## src/rtl/digit_scan_ctrl.sv

```systemverilog
// digit_scan_ctrl: 8-digit 7-segment scan scheduler with an anti-ghost blanking gap and frame-boundary config apply.
// Outputs registered (one cycle after the deciding state); no backpressure. Define SCAN_LZB_EN for leading-zero blanking.
module digit_scan_ctrl #(
    parameter logic [16:0] DIV_MAX   = 17'd99_999,
    parameter logic [7:0]  BLANK_CYC = 8'd16
) (
    input  logic        sys_clk,
    input  logic        rst,
    input  logic        run,
    input  logic        cfg_we,
    input  logic [31:0] data,
    input  logic [7:0]  dp,
    input  logic [7:0]  dig_mask,
    output logic [7:0]  sel,
    output logic [7:0]  seg,
    output logic [2:0]  st,
    output logic        frame_done,
    output logic        cfg_pend
);

    typedef enum logic [1:0] {IDLE, SHOW, BLANK} state_t;

    state_t      state_q, state_nxt;
    logic [16:0] div_q, div_nxt;
    logic [7:0]  bcnt_q, bcnt_nxt;
    logic [2:0]  st_nxt, scan_nxt;
    logic [31:0] act_data, act_data_nxt, pend_data, pend_data_nxt;
    logic [7:0]  act_dp, act_dp_nxt, pend_dp, pend_dp_nxt;
    logic [7:0]  act_mask, act_mask_nxt, pend_mask, pend_mask_nxt;
    logic        cfg_pend_nxt, boundary;
    logic [7:0]  sel_nxt, seg_nxt;
    logic [3:0]  nib;
    logic [6:0]  glyph;
`ifdef SCAN_LZB_EN
    logic        lz;
`endif

    function automatic logic [2:0] lowest_en(input logic [7:0] m);
        lowest_en = 3'd0;
        for (int i = 7; i >= 0; i--)
            if (m[i]) lowest_en = 3'(i);
    endfunction

    // Offset 8 folds back onto cur itself, so a single enabled digit wraps to itself.
    function automatic logic [2:0] next_en(input logic [7:0] m, input logic [2:0] cur);
        next_en = cur;
        for (int k = 8; k >= 1; k--)
            if (m[cur + 3'(k)]) next_en = cur + 3'(k);
    endfunction

    function automatic logic [6:0] seg7(input logic [3:0] n);
        case (n)
            4'h0: seg7 = 7'h40;
            4'h1: seg7 = 7'h79;
            4'h2: seg7 = 7'h24;
            4'h3: seg7 = 7'h30;
            4'h4: seg7 = 7'h19;
            4'h5: seg7 = 7'h12;
            4'h6: seg7 = 7'h02;
            4'h7: seg7 = 7'h78;
            4'h8: seg7 = 7'h00;
            4'h9: seg7 = 7'h10;
            4'hA: seg7 = 7'h08;
            4'hB: seg7 = 7'h03;
            4'hC: seg7 = 7'h46;
            4'hD: seg7 = 7'h21;
            4'hE: seg7 = 7'h06;
            default: seg7 = 7'h0E;
        endcase
    endfunction

    always_comb begin
        state_nxt     = state_q;
        div_nxt       = div_q;
        bcnt_nxt      = bcnt_q;
        st_nxt        = st;
        scan_nxt      = st;
        act_data_nxt  = act_data;
        act_dp_nxt    = act_dp;
        act_mask_nxt  = act_mask;
        pend_data_nxt = pend_data;
        pend_dp_nxt   = pend_dp;
        pend_mask_nxt = pend_mask;
        cfg_pend_nxt  = cfg_pend;
        boundary      = 1'b0;

        if (cfg_we) begin
            if (state_q == IDLE) begin
                act_data_nxt = data;
                act_dp_nxt   = dp;
                act_mask_nxt = dig_mask;
            end else begin
                pend_data_nxt = data;
                pend_dp_nxt   = dp;
                pend_mask_nxt = dig_mask;
                cfg_pend_nxt  = 1'b1;
            end
        end

        case (state_q)
            IDLE: begin
                if (run && act_mask != 8'd0) begin
                    state_nxt = SHOW;
                    st_nxt    = lowest_en(act_mask);
                    div_nxt   = '0;
                end
            end
            SHOW: begin
                if (!run || act_mask == 8'd0) begin
                    state_nxt = IDLE;
                    div_nxt   = '0;
                end else if (div_q == DIV_MAX) begin
                    div_nxt   = '0;
                    bcnt_nxt  = '0;
                    state_nxt = BLANK;
                end else begin
                    div_nxt = div_q + 17'd1;
                end
            end
            BLANK: begin
                if (!run || act_mask == 8'd0) begin
                    state_nxt = IDLE;
                    div_nxt   = '0;
                end else if (bcnt_q == BLANK_CYC - 8'd1) begin
                    scan_nxt = next_en(act_mask, st);
                    if (scan_nxt <= st) begin
                        // Frame boundary: the only point where a pending config may take effect.
                        boundary = 1'b1;
                        if (cfg_pend) begin
                            act_data_nxt = pend_data;
                            act_dp_nxt   = pend_dp;
                            act_mask_nxt = pend_mask;
                            scan_nxt     = lowest_en(pend_mask);
                            if (!cfg_we) cfg_pend_nxt = 1'b0;
                        end
                    end
                    if (act_mask_nxt == 8'd0) begin
                        state_nxt = IDLE;
                        div_nxt   = '0;
                    end else begin
                        state_nxt = SHOW;
                        st_nxt    = scan_nxt;
                    end
                end else begin
                    bcnt_nxt = bcnt_q + 8'd1;
                end
            end
            default: state_nxt = IDLE;
        endcase
    end

    always_comb begin
        nib   = act_data_nxt[{st_nxt, 2'b00} +: 4];
        glyph = seg7(nib);
`ifdef SCAN_LZB_EN
        lz = (st_nxt != 3'd0);
        for (int j = 0; j < 8; j++)
            if (3'(j) >= st_nxt && act_mask_nxt[j] && act_data_nxt[4*j +: 4] != 4'd0) lz = 1'b0;
        if (lz) glyph = 7'h7F;
`endif
        sel_nxt = 8'hFF;
        seg_nxt = 8'hFF;
        if (state_nxt == SHOW) begin
            sel_nxt = ~(8'd1 << st_nxt);
            seg_nxt = {~act_dp_nxt[st_nxt], glyph};
        end
    end

    always_ff @(posedge sys_clk) begin
        if (rst) begin
            state_q    <= IDLE;
            div_q      <= '0;
            bcnt_q     <= '0;
            st         <= '0;
            sel        <= 8'hFF;
            seg        <= 8'hFF;
            frame_done <= 1'b0;
            cfg_pend   <= 1'b0;
            act_data   <= '0;
            act_dp     <= '0;
            act_mask   <= '0;
            pend_data  <= '0;
            pend_dp    <= '0;
            pend_mask  <= '0;
        end else begin
            state_q    <= state_nxt;
            div_q      <= div_nxt;
            bcnt_q     <= bcnt_nxt;
            st         <= st_nxt;
            sel        <= sel_nxt;
            seg        <= seg_nxt;
            frame_done <= boundary;
            cfg_pend   <= cfg_pend_nxt;
            act_data   <= act_data_nxt;
            act_dp     <= act_dp_nxt;
            act_mask   <= act_mask_nxt;
            pend_data  <= pend_data_nxt;
            pend_dp    <= pend_dp_nxt;
            pend_mask  <= pend_mask_nxt;
        end
    end

endmodule
```

## config.mk

```make
export PLATFORM = sky130hd
export DESIGN_NAME = digit_scan_ctrl
export DESIGN_NICKNAME = d
export VERILOG_FILES = /design/src/rtl/digit_scan_ctrl.sv
export SDC_FILE = /design/constraint.sdc
export NUM_CORES = 1
export LEC_CHECK = 0
export ABC_AREA = 1
export BUFFER_PORTS_ARGS = -buffer_cell sky130_fd_sc_hd__buf_2
export CAP_MARGIN = 20
export CORE_UTILIZATION = 30
export CTS_CLUSTER_SIZE = 8
export DETAILED_ROUTE_END_ITERATION = 10
export SLEW_MARGIN = 20
export SYNTH_ARGS = -nofsm -noshare
export SYNTH_HDL_FRONTEND = slang
export SYNTH_SLANG_ARGS = --single-unit
```

## constraint.sdc

```tcl
create_clock -name sys_clk -period 5.4 [get_ports sys_clk]
set_input_delay 1.08 -clock sys_clk [delete_from_list [all_inputs] [get_ports sys_clk]]
set_output_delay 1.08 -clock sys_clk [all_outputs]
set_load 0.01 [all_outputs]
```

Yosys cells after proc, flatten, opt, wreduce, memory -nomap -nowiden
Memories as Yosys holds them, arrays and structs flattened. A register that Yosys moved wholly into a read port is not among the register bits.
Index checks and enable logic that the tools add are counted.

storage, ports and cells
  register bits after elaboration = 144
  memory bits (read-only) = 112
  input bits = 52
  output and inout bits = 21
  memories kept = 1

memories
  name             depth  width  rd ports  clocked after memory_dff  wr ports  RTL line  source
  (no name shown)  16     7      1         1                         0         52        case (n)

cells by class
  add/sub/neg operators = 9
  magnitude comparators = 9
  equality and inequality tests = 12
  shift-type cells = 2
  multiplexer cells = 101
  bitwise logic cells = 6
  reduce and logical (&&, ||, !) cells = 14

operators with widths
  cell                                                        number
  two-way mux 32 bit                                          7
  two-way mux 8 bit                                           21
  two-way mux 17 bit                                          6
  two-way mux 3 bit                                           32
  one-hot mux 17 bit (3 select lines)                         1
  less-than comparator 3 x 4 -> 1 bit, second input constant  8
  variable part select 32 x 6 -> 4 bit                        1
  binary-select mux 1 bit (select 3 bit)                      8
  two-way mux 1 bit                                           18
  adder 17 x 1 -> 17 bit, second input constant               1
  == test 17 bit, second input constant                       1
  zero test 8 bit                                             2
  one-hot mux 8 bit (2 select lines)                          1
  adder 3 bit, second input constant                          4
  two-way mux 2 bit                                           5
  adder 8 x 1 -> 8 bit, second input constant                 1
  == test 8 x 4 -> 1 bit, second input constant               1
  != test 2 bit, second input constant                        4
  inverter 8 bit                                              1
  nonzero test 8 bit                                          1
  << shifter 1 x 3 -> 8 bit, first input constant             1
  adder 3 x 2 -> 3 bit, second input constant                 2
  != test 3 bit, second input constant                        2
  one-hot mux 2 bit (3 select lines)                          1
  other kinds (18)                                            23

Longest topological paths before layout
Gate-level depths: netlist of run 1.

  depth after elaboration = 26
  depth in mapped cells = 44
  mapped depth without buffers = 42

Least setup slack after synthesis of run 1
No wires, ideal clock.

  path kind = register to register
  from = reg st[0]
  to = reg seg[3]
  arrival = 4.635 ns
  slack = 0.644 ns
  stages on the path, launching flop included = 41
  cell sequence = dfxtp_1 > inv_2 > buf_6 > ha_1 > inv_1 > nand3_1 > nand3_1 > nand2_1 > nand2_1 > o21ai_0 > o21ai_0 > nand3_1 > nand2_1 > nand2_1 > a21boi_0 > ha_1 > nand3b_1 > nand2_1 > [5 not listed] > nor2_1 > nand2_2 > nand3_4 > a21oi_4 > nand2_8 > nand3_4 > buf_6 > nand2_1 > o21ai_1 > nand2_1 > nand3_1 > nand2_2 > inv_1 > ha_1 > nand3_1 > nand2_1 > nand2_1 > nand3_1

between the ends
  longest elaborated chain between the ends = 26
  elaborated cells between the ends (all ways) = 56

RTL lines
  what                                                  RTL line  source
  from (decl)                                           16        output logic [2:0] st,
  from (signal assigned)                                189       st <= st_nxt;
  branches (longest 26 deep; another with adder 3 bit)  -
  to (decl)                                             15        output logic [7:0] seg,

Several ways; the timed one is not identified. The select of a mux whose other input is x is not followed.
A chain may end at the register's enable or synchronous reset.

Worst setup path in the final report of run 1
  from = reg st[1]
  to = reg seg[2]

The elaborated chain is that of the path after synthesis.

==> results of run 1 <==
-- worst reg2reg max path: cells and delay by family, from the launching register on --
family          cells  cell delay (ns)
fa+ha+maj           3             0.92
compound gates      6             0.80
simple gates       25             2.24
flops               1             0.36
buf+inv             5             0.41
-- cell usage after synthesis (all sizes together) (4+ instances only) --
library cell	number
o21a	4
a21oi	69
a31oi	5
nor3	17
buf	16
nor4	6
nand3	94
inv	140
xor2	4
o21ai	154
nand4	12
nand2	281
clkbuf	33
ha	13
nor2	140
dfxtp	144
-- cell type report --
cell class,instances,share of cell area
Clock buffer,19,0.0486
Clock inverter,11,0.0198
Inverter,142,0.0593
Multi-Input combinational cell,824,0.453
Tap cell,330,0.0453
Sequential cell,144,0.316
Timing Repair Buffer,94,0.0577
-- metrics by stage --
stage / util / setup slack, ns / instances / hold WS [ns]
detailed placement: 0.334 / 0.245 / 1530 / 0.475
global placement: 0.334 / 0.350 / 1530 / 0.470
global route: 0.361 / 0.0217 / 1564 / 0.507
floorplan: - / 0.644 / 1157 / 0.443
finish: 0.361 / 0.592 / 1564 / 0.480
CTS: 0.359 / 0.225 / 1560 / 0.485
-- path summary, 6_finish.rpt --
path | from | endpoint | slack (ns) | cells after the start
min reg2reg | bcnt_q[1] | bcnt_q[1] | 0.48 | 2
max reg2reg | st[1] | seg[2] | 0.59 | 39
max | st[1] | seg[2] | 0.59 | 39
min | bcnt_q[1] | bcnt_q[1] | 0.48 | 2
-- routing by layer --
layer / global-route usage / vias to the layer above / wire [microns]
li1: - / 3865 / -
met1: 0.210 / 3310 / 9870
met2: 0.279 / 168 / 10200
met3: 0.0336 / 34 / 904
met4: 0.0590 / 0 / 355
met5: 0 / - / 0
-- cell families after synthesis --
kind of cell	after synthesis
AO/OA/AOI/OAI	242
XOR/XNOR	7
flip-flops	144
adder cells (fa/ha/maj)	13
AND/OR/NAND/NOR	559
buffers and inverters	191
multiplexers	1
-- state kept, by name, indices dropped and copies added, names as in the netlist --
name,cells
pend_mask,8
sel,8
bcnt_q,8
pend_dp,8
st,3
act_mask,8
frame_done,1
act_data,32
pend_data,32
cfg_pend,1
div_q,17
state_q,2
seg,8
act_dp,8
-- repair_timing --
item / 4_1_cts / 5_1_grt
gates resized for setup: 0 / 10
setup buffers: 0 / 2
endpoints found under the setup margin: 0 / 8
-- power groups by stage --
stage	registers (uW)	clock network [uW]	logic [uW]
3_3_place_gp	1190	0	843
4_1_cts	1170	1280	843
2_1_floorplan	1190	0	634
3_5_place_dp	1200	0	839
6_report	1170	1250	866
5_1_grt	1180	1320	990
==> results_dict.tcl, run 1 <==
set metrics [dict create \
    ctsRootBufferMaster "sky130_fd_sc_hd__clkbuf_16" \
    number_of_flops_mapped_to_enable_cells_by_yosys 0 \
    cts_tree "built" \
    wl_per_cell_microns 13.7 \
    ys_top_cells_by_area "sky130_fd_sc_hd__dfxtp_1 (37%), sky130_fd_sc_hd__nand2_1 (13%), sky130_fd_sc_hd__o21ai_0 (8.2%)" \
    async_set_or_reset_flop_fraction_in_the_synthesized_netlist 0 \
    clock_path_buffers 2 \
    maximum_number_of_pins_on_one_net_before_global_route_repair 69 \
    power.sequential.fraction 0.356 \
    io_pins 73 \
    path_clk_slew_ns 0.06 \
    worstSetupPathType "flop to flop" \
    synth_top_area_frac 0.372 \
    net-switching-power_uw 1070 \
    final_cell_mix "sky130_fd_sc_hd__nand2_1 (264), sky130_fd_sc_hd__dfxtp_1 (143), sky130_fd_sc_hd__nor2_1 (134)" \
    clockPowerShare 0.380 \
    cts-buffers-inserted 17 \
    worst_clock_skew_ns 0.0119 \
    number_of_antenna_violations_at_the_first_check_in_global_routing 0 \
    syn-cell-area_sq_um 7750 \
    drt.antenna.violating_nets 0 \
    ys_ff_latch 144 \
    maxSlewHeadroom 0.292 \
    via_count 7377 \
    power.leakage_uw 0.00408 \
    worst_path_most_repeated_cell "sky130_fd_sc_hd__nand2_1" \
    worst-path-buf-inv 5 \
    detail_route.iter0.violations 540 \
    postLayoutCellArea_sq_um 9110 \
    power.share.combinational 0.263 \
    fill_cells 2713 \
    outcome "complete, no violations" \
    synth_cell_types 50 \
    clk-insertion-delay-late_ns 0.42 \
    syn-num-nets 1222 \
    unrepaired_setup_endpoints_after_global_routing "false" \
    timing.final.setup_violations 0 \
    critPathTopFamily "simple AND/OR/NAND/NOR gates" \
    grt_first_pass_wirelength_microns 34900 \
    p_int_uw 2220 \
    layout_min_cycle_time_ns 4.81 \
    post-route-period-util 0.890 \
    drc 0 \
    area.sequential_sq_um 2880 \
    core_area_sq_um 25300 \
    timing.critical_path.required_ns 5.71 \
    startpoint_type "flop" \
    critPathMaxStageDelay_ns 0.40 \
    floorplan.die.width_microns 163 \
    multi_input_area_sq_um 4130 \
    floorplan.rows 58 \
    dr.pass1.iters 5 \
    floorplan_die_area_sq_um 26500 \
    maximum_fanout_count_along_the_critical_path 17 \
    slew_viol_final 0 \
    setup_tns_ns 0 \
    place.detailed.hpwl_microns 14900 \
    max-cap-violations 0 \
    hp-class "flop to flop" \
    cts_hold_buf 0 \
    post_synth.cell_area_avg_sq_um 6.70 \
    seq_area_frac_synth 0.372 \
    sw_share 0.326 \
    grt_util_all_layers 0.166 \
    power_per_cell_area_nw_per_um2 361 \
    floorplan.die.height_microns 163 \
    timing.critical_path.slowest_stage_cell "sky130_fd_sc_hd__ha_2" \
    synth_compound_area_frac 0.174 \
    top_cell_type_by_total_area_after_synthesis "sky130_fd_sc_hd__dfxtp_1" \
    dominant_combinational_cell_family_by_area_after_synthesis "simple AND/OR/NAND/NOR gates" \
    worstPathArrival_ns 5.11 \
    finalHoldViolations 0 \
    worst_setup_path_end_kind "flop" \
    synth-xor-area-share 0.00888 \
    syn_inst 1157 \
    synth_adder_area_share 0.0210 \
    final_net_count 1288 \
    first_global_vias 7035 \
    floorplan.initialDensity 0.307 \
    yosys_warnings 0 \
    postPlaceCellArea_sq_um 8430 \
    drive_above_1_share 0.151 \
    via_per_inst 4.72 \
    yosys-mux-area-fraction 0.00129 \
    diodes 0 \
    placement.io_buffers 72 \
    fmax_mhz 208 \
    worst_ir_drop_vdd_uv 204 \
    worst-slew-pin-transition_ns 1.06 \
    final_common_cell "sky130_fd_sc_hd__nand2_1" \
    syn_to_final_growth_pct 17.6 \
    cts_sinks 144 \
    synth_simple_gate_area_share 0.321 \
    cts.htree.levels 4 \
    wl_microns 21400 \
    place_congestion 0.848 \
    totalPowerFinal_uw 3290 \
    ys.flop_type "sky130_fd_sc_hd__dfxtp_1" \
    grt_remaining_overflow 0 \
]
Note: power is estimated with default switching activity, not from simulation.
==> inputs of run 2 (changes only) <==
==> constraint.sdc (replaced) <==
create_clock -name sys_clk -period 5.4 [get_ports sys_clk]
set_input_delay 1.35 -clock sys_clk [delete_from_list [all_inputs] [get_ports sys_clk]]
set_output_delay 1.35 -clock sys_clk [all_outputs]
set_load 0.01 [all_outputs]
==> results_dict.tcl, run 2 (same netlist as run 1, synthesis figures left out) <==
set metrics [dict create \
    grt_remaining_overflow 0 \
    reg.largest.list "act_data (32), pend_data (32), div_q (17)" \
    final_common_cell "sky130_fd_sc_hd__nand2_1" \
    via_per_inst 4.76 \
    cts_hold_buf 0 \
    slew_viol_final 0 \
    reg2reg_slack_ns 0.54 \
    first_global_vias 6986 \
    holdWs_ns 0.481 \
    floorplan_die_area_sq_um 26500 \
    post-route-period-util 0.900 \
    timing.final.setup_violations 0 \
    worst_setup_path_end_kind "flop" \
    cts-buffers-inserted 17 \
    rr_startpoint "st[1]" \
    syn_to_final_growth_pct 16.5 \
    grt_util_all_layers 0.166 \
    place.detailed.hpwl_microns 14900 \
    outcome "complete, no violations" \
    r2r-end "seg[3]" \
    via_count 7445 \
    worst_clock_skew_ns 0.0127 \
    final_net_count 1287 \
    diodes 0 \
    final_cell_mix "sky130_fd_sc_hd__nand2_1 (264), sky130_fd_sc_hd__dfxtp_1 (143), sky130_fd_sc_hd__nor2_1 (134)" \
    fill_cells 2777 \
    worstSetupPathType "flop to flop" \
    timing.critical_path.slowest_stage_cell "sky130_fd_sc_hd__ha_2" \
    wl_microns 21300 \
    dr.pass1.iters 5 \
    layoutNonFillerInstCount 1565 \
    clock_path_buffers 2 \
    layout_min_cycle_time_ns 4.86 \
    path_clk_slew_ns 0.07 \
    ctsRootBufferMaster "sky130_fd_sc_hd__clkbuf_16" \
    startpoint_type "flop" \
    wl_per_cell_microns 13.6 \
    worst_ir_drop_vdd_uv 170 \
    drt.antenna.violating_nets 0 \
    timing.critical_path.required_ns 5.72 \
    drc 0 \
    finalHoldViolations 0 \
    cts_sinks 144 \
    power.leakage_uw 0.00403 \
    worstPathArrival_ns 5.18 \
    floorplan.rows 58 \
    placement.io_buffers 72 \
    clk-insertion-delay-late_ns 0.43 \
    worst_path_most_repeated_cell "sky130_fd_sc_hd__nand2_1" \
    core_area_sq_um 25300 \
    floorplan.initialDensity 0.307 \
    floorplan.die.height_microns 163 \
    grt_first_pass_wirelength_microns 34800 \
    power_per_cell_area_nw_per_um2 352 \
    dp_cells 1529 \
    floorplan.die.width_microns 163 \
    number_of_antenna_violations_at_the_first_check_in_global_routing 0 \
    maximum_fanout_count_along_the_critical_path 17 \
    cp-startpoint "st[1]" \
    critPathMaxStageDelay_ns 0.40 \
    io_pins 73 \
    maximum_number_of_pins_on_one_net_before_global_route_repair 69 \
    place_congestion 0.847 \
    cells_on_worst_reg2reg_path 37 \
    detail_route.iter0.violations 385 \
    worst-slew-pin-transition_ns 1.02 \
    maxSlewHeadroom 0.321 \
    cts_tree "built" \
    fmax_mhz 206 \
    cts.htree.levels 4 \
    max-cap-violations 0 \
    critical_path.endpoint "seg[3]" \
    drive_above_1_share 0.151 \
    hp-class "flop to flop" \
]
## run 2: cell types whose count changed in the layout (fill, tap and decap cells not counted), moves of 2 or more
cell and change:
sky130_fd_sc_hd__o21ai_0 -4, sky130_fd_sc_hd__o21ai_1 +4, sky130_fd_sc_hd__bufinv_16 -3, sky130_fd_sc_hd__clkinv_2 +3, sky130_fd_sc_hd__clkinv_4 -2, sky130_fd_sc_hd__clkinvlp_4 +2
sky130_fd_sc_hd__inv_8 +2
## run 2: power breakdown
part	leakage [uW]	total [uW]	switching [uW]	internal [uW]
registers	0.00118	1170	39.8	1130
clock network	0.000271	1140	500	642
logic	0.00258	862	566	296
total	0.00403	3180	1110	2070
## run 2: how the worst min path moves through the flow
stage               startpoint         to  slack, ns  cells past startpoint
global placement     div_q[15]  div_q[15]       0.47                      1
global route         div_q[10]  div_q[10]       0.51                      2
floorplan            div_q[15]  div_q[15]       0.44                      1
finish               bcnt_q[1]  bcnt_q[1]       0.48                      2
detailed placement   div_q[15]  div_q[15]       0.47                      1
CTS                  div_q[10]  div_q[10]       0.48                      2
## run 2: worst max-delay path: cells and delay by family, from the launching register on
kind                     cells  cell delay [ns]
flip-flops                   1             0.37
AO/OA/AOI/OAI                6             0.80
buffers and inverters        4             0.32
AND/OR/NAND/NOR             24             2.34
adder cells (fa/ha/maj)      3             0.94
## run 2: layout make-up
cell class              instances  area (sq um)  share of cell area
clock buffers                  18           429              0.0475
repair buffers                 94           526              0.0582
multi-input cells             823          4110               0.455
flip-flops and latches        144          2880               0.319
well taps                     330           413              0.0457
inverters                     142           538              0.0596
clock inverters                14           134              0.0148
## run 2: per-layer routing
layer | vias to the layer above | wire, microns | track usage
met2 | 150 | 10200 | 0.282
li1 | 3865 | - | -
met3 | 19 | 849 | 0.0323
met5 | - | 0 | 0
met4 | 0 | 337 | 0.0544
met1 | 3411 | 9970 | 0.211
## run 2: what timing repair did
item                       in CTS  in global routing
buffers inserted                0                  3
setup endpoints to repair       0                  8
resized for setup               0                 10
## run 2: per-stage QoR
stage | setup WS [ns] | TNS (ns) | power (uW) | util | instance area (sq um)
floorplan | 0.644 | 0 | 1820 | - | 7750
global placement | 0.329 | 0 | 2040 | 0.334 | 8420
detailed placement | 0.145 | 0 | 2040 | 0.334 | 8420
CTS | 0.138 | 0 | 3190 | 0.356 | 8990
global route | -0.0129 | -0.0129 | 3380 | 0.358 | 9030
finish | 0.542 | 0 | 3180 | 0.358 | 9030
